==> config.mk <==
export PLATFORM = sky130hd
export DESIGN_NAME = booth_mul_acc
export DESIGN_NICKNAME = d
export VERILOG_FILES = /design/src/rtl/booth_mul_acc.sv
export SDC_FILE = /design/constraint.sdc
export NUM_CORES = 1
export LEC_CHECK = 0
export CAP_MARGIN = 5
export CORE_MARGIN = 2
export CORE_UTILIZATION = 53
export CTS_CLUSTER_DIAMETER = 80
export DETAILED_ROUTE_END_ITERATION = 8
export PLACE_DENSITY = 0.78
export SYNTH_ARGS = -nofsm -noshare
export SYNTH_HDL_FRONTEND = slang
export SYNTH_SLANG_ARGS = --single-unit
==> constraint.sdc <==
create_clock -name clk -period 7.5 [get_ports clk]
set_clock_uncertainty 0.05 [all_clocks]
set_input_delay 1.875 -clock clk [delete_from_list [all_inputs] [get_ports clk]]
set_output_delay 1.875 -clock clk [all_outputs]
set_load 0.02 [all_outputs]
==> src/rtl/booth_mul_acc.sv <==
// Sequential 64x64 signed radix-4 Booth multiplier: control FSM plus 128-bit accumulator.
// Drives an external combinational booth_enc with num/mpr_ext and consumes one digit per clock.
module booth_mul_acc (
  input  logic         clk,
  input  logic         reset_n,
  input  logic         op_start,
  input  logic         op_clear,
  input  logic [63:0]  multiplicand,
  input  logic [63:0]  multiplier,
  output logic [7:0]   num,
  output logic [64:0]  mpr_ext,
  input  logic [2:0]   B_operation,
  input  logic         s_interrupt,
  input  logic [7:0]   next_num,
  output logic [127:0] result,
  output logic         op_done
);

  typedef enum logic [1:0] {
    StIdle = 2'b00,
    StExec = 2'b01,
    StDone = 2'b10
  } state_e;

  state_e         state_q, state_d;
  logic [7:0]     num_q, num_d;
  logic [64:0]    mpr_q, mpr_d;
  logic [63:0]    m_q, m_d;
  logic [127:0]   acc_q, acc_d;
  logic [127:0]   result_q, result_d;
  logic           op_done_q, op_done_d;

  logic [127:0]   m_ext;
  logic [127:0]   sel;
  logic [127:0]   pp;
  logic [7:0]     shamt;

  // Digit centred on bit num carries weight 2^(num-1).
  always_comb begin
    m_ext = {{64{m_q[63]}}, m_q};
    shamt = num_q - 8'd1;
    case (B_operation)
      3'b001:  sel = m_ext;
      3'b011:  sel = m_ext << 1;
      3'b010:  sel = -m_ext;
      3'b100:  sel = -(m_ext << 1);
      default: sel = '0;
    endcase
    pp = sel << shamt;
  end

  always_comb begin
    state_d   = state_q;
    num_d     = num_q;
    mpr_d     = mpr_q;
    m_d       = m_q;
    acc_d     = acc_q;
    result_d  = result_q;
    op_done_d = 1'b0;

    if (op_clear) begin
      state_d  = StIdle;
      acc_d    = '0;
      result_d = '0;
      num_d    = 8'h01;
    end else begin
      case (state_q)
        StIdle, StDone: begin
          if (op_start) begin
            m_d     = multiplicand;
            mpr_d   = {multiplier, 1'b0};
            acc_d   = '0;
            num_d   = 8'h01;
            state_d = StExec;
          end else if (state_q == StDone) begin
            // Done flag and result register lag the state by one cycle.
            op_done_d = 1'b1;
            result_d  = acc_q;
          end
        end
        StExec: begin
          acc_d = acc_q + pp;
          num_d = next_num;
          if (s_interrupt) begin
            state_d = StDone;
          end
        end
        default: state_d = StIdle;
      endcase
    end
  end

  always_ff @(posedge clk or negedge reset_n) begin
    if (!reset_n) begin
      state_q   <= StIdle;
      num_q     <= 8'h01;
      mpr_q     <= '0;
      m_q       <= '0;
      acc_q     <= '0;
      result_q  <= '0;
      op_done_q <= 1'b0;
    end else begin
      state_q   <= state_d;
      num_q     <= num_d;
      mpr_q     <= mpr_d;
      m_q       <= m_d;
      acc_q     <= acc_d;
      result_q  <= result_d;
      op_done_q <= op_done_d;
    end
  end

  assign num     = num_q;
  assign mpr_ext = mpr_q;
  assign result  = result_q;
  assign op_done = op_done_q;

endmodule

Word level (Yosys, flattened, before mapping)
Index checks and enable logic that the tools add are counted.
W data, S select, Z words.
{ "word_totals": {"word_cells": 50, "n_memories": 0, "latchBits": 0, "rom_bits": 0, "out_inout_bits": 202, "register_bits": 395, "inputBits": 144, "mem_bits_rw": 0} }
{ "classes": {"mul": 0, "bitwise_logic": 1, "n_reduce_logical": 9, "n_shift": 1, "n_eq_ne": 9, "div": 0, "n_mux": 19, "order_cmp": 0, "add_sub_neg": 4} }
{ "op_table": {"columns": ["cell", "n"], "rows": [
  ["$mux W128", 6],
  ["$pmux W128 S4", 1],
  ["$neg A128 Y128", 2],
  ["$pmux W128 S2", 1],
  ["$add A128 B128 Y128", 1],
  ["$shl A128 B8 Y128", 1],
  ["$mux W8", 2],
  ["$pmux W8 S2", 1],
  ["$sub A8 B1 Y8 const B", 1],
  ["$eq A3 B2 Y1 const B", 2],
  ["$mux W2", 3],
  ["$ne A3 B3 Y1 const B", 2],
  ["$reduce_and A3 Y1", 2],
  ["$mux W1", 4],
  ["$pmux W2 S2", 1],
  ["$reduce_and A2 Y1", 2],
  ["$reduce_bool A2 Y1", 2],
  ["$eq A3 B1 Y1 const B", 1],
  ["$eq A3 B3 Y1 const B", 1],
  ["$reduce_bool A3 Y1", 1],
  ["$eq A2 B1 Y1 const B", 1],
  ["$eq A2 B2 Y1 const B", 1],
  ["$logic_not A2 Y1", 1],
  ["$ne A2 B1 Y1 const B", 1],
  ["2 further kinds", 2]
]} }

Logic depth before layout (Yosys ltp)
{ "logic_depth": {"depth_word": 6, "depth_mapped": 34, "mapped_depth_nobuf": 31} }

Worst setup path before layout
No wires, ideal clock.
{ "synth_timing": {"path_kind": "reg2reg", "from": "register num_q[0] (netlist: num[0])", "to": "register acc_q[125]", "t_required_ns": 7.367, "period_less_slack_ns": 8.149, "path_buffers": 8, "setup_ns": 0.083, "slack_ns": -0.649, "arrival_ns": 8.016, "stages_incl_launch_ff": 33, "path_cell_list": "dfstp_2 clkinv_1 clkbuf_1 clkbuf_1 buf_1 clkbuf_1 ha_1 xor2_1 clkbuf_1 clkbuf_1 clkbuf_1 buf_1 nor2_1 a31oi_1 mux2i_1 a22oi_1 o22ai_1 a21oi_1 nor2_1 ha_1 and4_1 nand4_1 nor4_1 nand2_1 or4_1 a211oi_1 o21ai_0 nand2_1 a31oi_1 o21ai_0 a311oi_1 xor2_1 o21ai_0"} }
{ "synth_via": {"elab_chain_cells": 5} }
{ "synth_lines": {"columns": ["item", "line_no", "rtl"], "rows": [
  ["from (decl)", "26", "logic [7:0] num_q, num_d;"],
  ["from (signal assigned)", "104", "num_q <= num_d;"],
  ["$sub A8 B1 Y8", "41", "shamt = num_q - 8'd1;"],
  ["$shl A128 B8 Y128", "49", "pp = sel << shamt;"],
  ["$add A128 B128 Y128", "82", "acc_d = acc_q + pp;"],
  ["$pmux W128 S2", "67", "case (state_q)"],
  ["$mux W128", "61", "if (op_clear) begin"],
  ["to (signal assigned)", "99", "acc_q <= '0;"],
  ["to (signal assigned)", "107", "acc_q <= acc_d;"],
  ["to (decl)", "29", "logic [127:0] acc_q, acc_d;"]
]} }
No other way between the ends.
A chain may end at the register's enable or synchronous reset.

Final worst setup path
{ "layout_timing": {"from": "register m_q[44]", "to": "register acc_q[121]"} }
{ "layout_via": {"elab_chain_cells": 6, "word_cells_on_any_way": 7, "classes_between": "add/sub (3); shift (1); mux (3)"} }
{ "layout_lines": {"columns": ["item", "line_no", "rtl"], "rows": [
  ["from (decl)", "28", "logic [63:0] m_q, m_d;"],
  ["from (signal assigned)", "106", "m_q <= m_d;"],
  ["$neg A128 Y128, on equally long branches", "45, 46", null],
  ["$pmux W128 S4 (*)", "42", "case (B_operation)"],
  ["$shl A128 B8 Y128 (*)", "49", null],
  ["$add A128 B128 Y128 (*)", "82", null],
  ["$pmux W128 S2 (*)", "67", null],
  ["$mux W128 (*)", "61", null]
]} }
Every way passes the cells marked *; elsewhere a longest branch is shown, timed or not.

==> metrics.log <==
INFO  metric clock-sinks = 395
INFO  metric synth-adder-area-share = 5.054%
INFO  metric timing.fmax = approximately 130 MHz
INFO  metric yosys.area_share.simple = 16.75%
INFO  metric final_cell_area = approximately 0.048 mm²
INFO  metric synth_fp_nets = 4121
INFO  metric synth.cell_area = roughly 0.033 mm²
INFO  metric grt_start_max_net_pins = 137
INFO  metric synth-compound-area-share = roughly a quarter
INFO  metric floorplan.rows = 90
INFO  metric ir_drop = 0.0002392 V
INFO  metric worst_setup_path_start_kind = flop
INFO  metric cts_tree = built
INFO  metric synth.mux.area_fraction = 12.75%
INFO  metric vias = 37991
INFO  metric die_h = between 200 and 300 µm
INFO  metric die-area = 0.06348 mm²
INFO  metric start_util = about 54%
INFO  metric finalHoldViolCount = 0
INFO  metric drtAntennaViolNets = 0
INFO  metric async_s_r_ff_share_synth = 100.0%
INFO  metric power.leakage = about 0.022 µW
INFO  metric combinational_family_with_the_most_area_after_synthesis = compound AO/OA/AOI/OAI gates
INFO  metric timing.setup.critical_path_class = reg -> reg
INFO  metric yosys_most_used_dff = sky130_fd_sc_hd__dfrtp_1
INFO  metric detailed_placement_wirelength_estimate = 105.7 mm
INFO  metric swShare = 40.04%
INFO  metric clock-root-buffer = sky130_fd_sc_hd__clkbuf_16
INFO  metric synth_warnings = 0
INFO  metric clkLatencyLatePin = around 0.6 ns
INFO  metric layout.core_utilization = 79.60%
INFO  metric finalSetupViolCount = 13
INFO  metric synth-xor-area-share = 4.650%
INFO  metric syn_avg_cell_area = approximately 8.5 µm²
INFO  metric grt_first_pass_wirelength = 214.5 mm
INFO  metric drc = 0
INFO  metric period_needed = between 7 and 8 ns
INFO  metric critPathMaxFanout = 10
INFO  metric synth.ff_latch_count = 395
INFO  metric post-synth-top-area-cell = sky130_fd_sc_hd__dfrtp_1
INFO  metric power.density_cell_area = roughly 220 mW/mm²
INFO  metric first_global_vias = about 37000
INFO  metric area_growth = 48.00%
INFO  metric rr_endpoint = acc_q[121]
INFO  metric postLayoutSetupSlackWorst = -0.1743 ns
INFO  metric cts-buffers-inserted = 44
INFO  metric tightest_slew = 1.254 ns
INFO  metric crit_top_cell = sky130_fd_sc_hd__buf_4
INFO  metric power.clock.fraction = 22.0%
INFO  metric synth_area_leaders = sky130_fd_sc_hd__dfrtp_1 (30%), sky130_fd_sc_hd__mux2_2 (5.4%), sky130_fd_sc_hd__ha_1 (5.0%)
INFO  metric globalplace.congestion = 1.056
INFO  metric endpoint_kind = flop
INFO  metric design.portCount = 346
INFO  metric clockBufferDepth = 3
INFO  metric timing.hold.worst_path_depth = 1
INFO  metric dpl-instance-area = 0.04444 mm²
INFO  metric grtUsageTotal = 43.14%
INFO  metric timing.rr.start = m_q[44]
INFO  metric path_clk_slew = 0.06 ns
INFO  metric routed_via_density = 6.469
INFO  metric worst_slew_margin_rel = 16.22%
INFO  metric timing.hold.worst.class = reg -> reg
INFO  metric power.share.sequential = 24.3%
INFO  metric final.period_utilization = 102.3%
INFO  metric fin_total_pwr = 10420 µW
INFO  metric failed_checks = negative setup slack
INFO  metric yosys.cell_types.count = 90
INFO  metric fin_nets = between 5000 and 6000
INFO  metric fill_cells = 3967
INFO  metric cell_internal_pwr = 6246 µW
INFO  metric combPwrFrac = 53.7%
INFO  metric grt.overflow.total = 0
INFO  metric die_w = 251.9 µm
INFO  metric grt_setup_unrepaired = yes
INFO  metric wl = 145.4 mm
INFO  metric post_synth_inst_count = approximately 3800
INFO  metric min-delay-start = result[62]
INFO  metric timing.critical_path.required = roughly 8 ns
INFO  metric outcome = finished, violations left
INFO  metric core-area = 0.06058 mm²
INFO  metric ff2ff_setup_slack = -0.17 ns
INFO  metric finalHoldWorstSlack = around 0.45 ns
INFO  metric cp_startpoint = m_q[44]
INFO  metric cts_hold_repair.buffers = 0
INFO  metric initial_antenna_violation_count = 2
INFO  metric worst_r2r_path_depth = 29
INFO  metric arrival = around 8 ns
INFO  metric netlist.area_leader.share = 30.26%
INFO  metric net_load_switching_power = roughly 4200 µW
INFO  metric hold_path_end = result[62]
INFO  metric fraction_of_layout_cells_with_a_size_suffix_above_1 = 35.36%
INFO  metric route.detailed.wl_per_inst = ~25 µm
INFO  metric detail_route.first_pass.iterations = 7
INFO  metric initialDrtViolationCount = 4666
INFO  metric drv.max_cap_violation_count = 0
INFO  metric proportion_of_synthesized_chip_area_in_sequential_cells = 30.34%
INFO  metric io_buffers = 344
INFO  metric max_stage_delay = a little over 0.6 ns
INFO  metric h-tree-depth = 2
INFO  metric final_max_slew_viol_count = 0
INFO  metric cell_at_the_slowest_stage_of_the_critical_path = sky130_fd_sc_hd__nor3_1
INFO  metric synth-edff-count = 0
## critical path: cells and delay by family (launching register included)
family                     cells  cell delay [ns]
buffers and inverters          4             0.73
adders and majority gates      1             0.24
AOI/OAI and AO/OA             15             3.27
and+or+nand+nor                5             1.68
DFF                            1             0.40
xor gates and xnor gates       2             0.45
muxes                          2             0.66
## worst max path at each step
stage                  to  cells after the start
3_5_place_dp   acc_q[127]                     30
6_report       acc_q[121]                     29
2_1_floorplan  acc_q[127]                     27
4_1_cts        acc_q[126]                     30
3_3_place_gp   acc_q[127]                     32
5_1_grt        acc_q[121]                     33
## power groups by stage
stage	Sequential [µW]	Clock (µW)	Combinational [µW]
6_report	2530	2290	5590
2_1_floorplan	2560	0	2320
3_5_place_dp	2540	0	4970
4_1_cts	2510	2310	5120
5_1_grt	2540	2400	5860
3_3_place_gp	2520	0	4900
## through the flow
stage,setup WS [ns],std cells,TNS (ns)
final,-0.1743,5873,-0.8765
after global routing,-0.2816,5873,-4.027
after CTS,0.0001732,5841,0
after detailed placement,-1.439,5744,-79.21
after global placement,-1.335,5744,-74.54
after floorplan,0.006906,3846,0
## sequential cells by signal, summed over array words and instances, names as in the netlist
register and count:
op_done 1, m_q 64, state_q 2, mpr_ext 64, result 128, num 8, acc_q 128
## cell usage in the layout (no fill, tap or decap), types with 61 or more instances in the layout
cell type                         instances
sky130_fd_sc_hd__xor2_1                  62
sky130_fd_sc_hd__o21ai_0                240
sky130_fd_sc_hd__clkdlybuf4s50_1        340
sky130_fd_sc_hd__nor3_1                  68
sky130_fd_sc_hd__nand2_1                363
sky130_fd_sc_hd__nand4_1                 76
sky130_fd_sc_hd__mux2_2                 149
sky130_fd_sc_hd__nor2_1                 290
sky130_fd_sc_hd__mux2i_1                111
sky130_fd_sc_hd__xnor2_1                 89
sky130_fd_sc_hd__ha_1                   115
sky130_fd_sc_hd__buf_4                 1113
sky130_fd_sc_hd__inv_1                   62
sky130_fd_sc_hd__a21oi_1                226
sky130_fd_sc_hd__a21oi_2                 61
sky130_fd_sc_hd__a22o_1                 165
sky130_fd_sc_hd__a21o_1                  88
sky130_fd_sc_hd__dfrtp_1                393
## per-layer routing
metal / vias up / share of wire (%) / wire length, µm / track usage [%]
met5: - / 0.0076 / 11 / 0
met4: 2 / 6.9 / 10070 / 21.10
met3: 650 / 9.7 / 14070 / 8.057
met2: 2356 / 45 / 64940 / 69.24
met1: 18222 / 39 / 56340 / 56.05
li1: 16761 / - / - / -
## repair_timing
action / 4_1_cts / 5_1_grt
gates cloned: 0 / 1
setup endpoints to repair: 71 / 71
setup buffers: 17 / 30
pin swaps: 29 / 113
gates resized for setup: 112 / 351
hold endpoints to repair: 0 / 0
## logic make-up after synthesis
family          Yosys count
fa+ha+maj               131
compound gates         1270
simple gates           1145
xor+xnor                173
buf+inv                 388
mux                     343
other cells               1
flops                   395
## Yosys cell counts, types with 51 or more instances
library cell	instances
sky130_fd_sc_hd__nor2_1	319
sky130_fd_sc_hd__a21oi_1	290
sky130_fd_sc_hd__nor3_1	81
sky130_fd_sc_hd__mux2_2	157
sky130_fd_sc_hd__inv_1	62
sky130_fd_sc_hd__a21o_1	89
sky130_fd_sc_hd__xnor2_1	101
sky130_fd_sc_hd__mux2i_1	144
sky130_fd_sc_hd__xor2_1	72
sky130_fd_sc_hd__ha_1	130
sky130_fd_sc_hd__a22o_1	165
sky130_fd_sc_hd__dfrtp_1	394
sky130_fd_sc_hd__nand2_1	371
sky130_fd_sc_hd__nand3_1	63
sky130_fd_sc_hd__a211oi_1	51
sky130_fd_sc_hd__nand4_1	76
sky130_fd_sc_hd__clkbuf_1	281
sky130_fd_sc_hd__o21ai_0	299
## layout make-up
class                      instances  area, µm²  area share [%]
inverter                          65      245.2          0.5085
sequential                       395       9887           20.50
clock inverter                    18      212.7          0.4411
timing repair buffer            1487      12320           25.55
antenna                            1      2.502        0.005189
tap                              782      978.4           2.029
multi-input combinational       3063      23260           48.24
clock buffer                      62       1311           2.719
(Power assumes the default switching activity.)
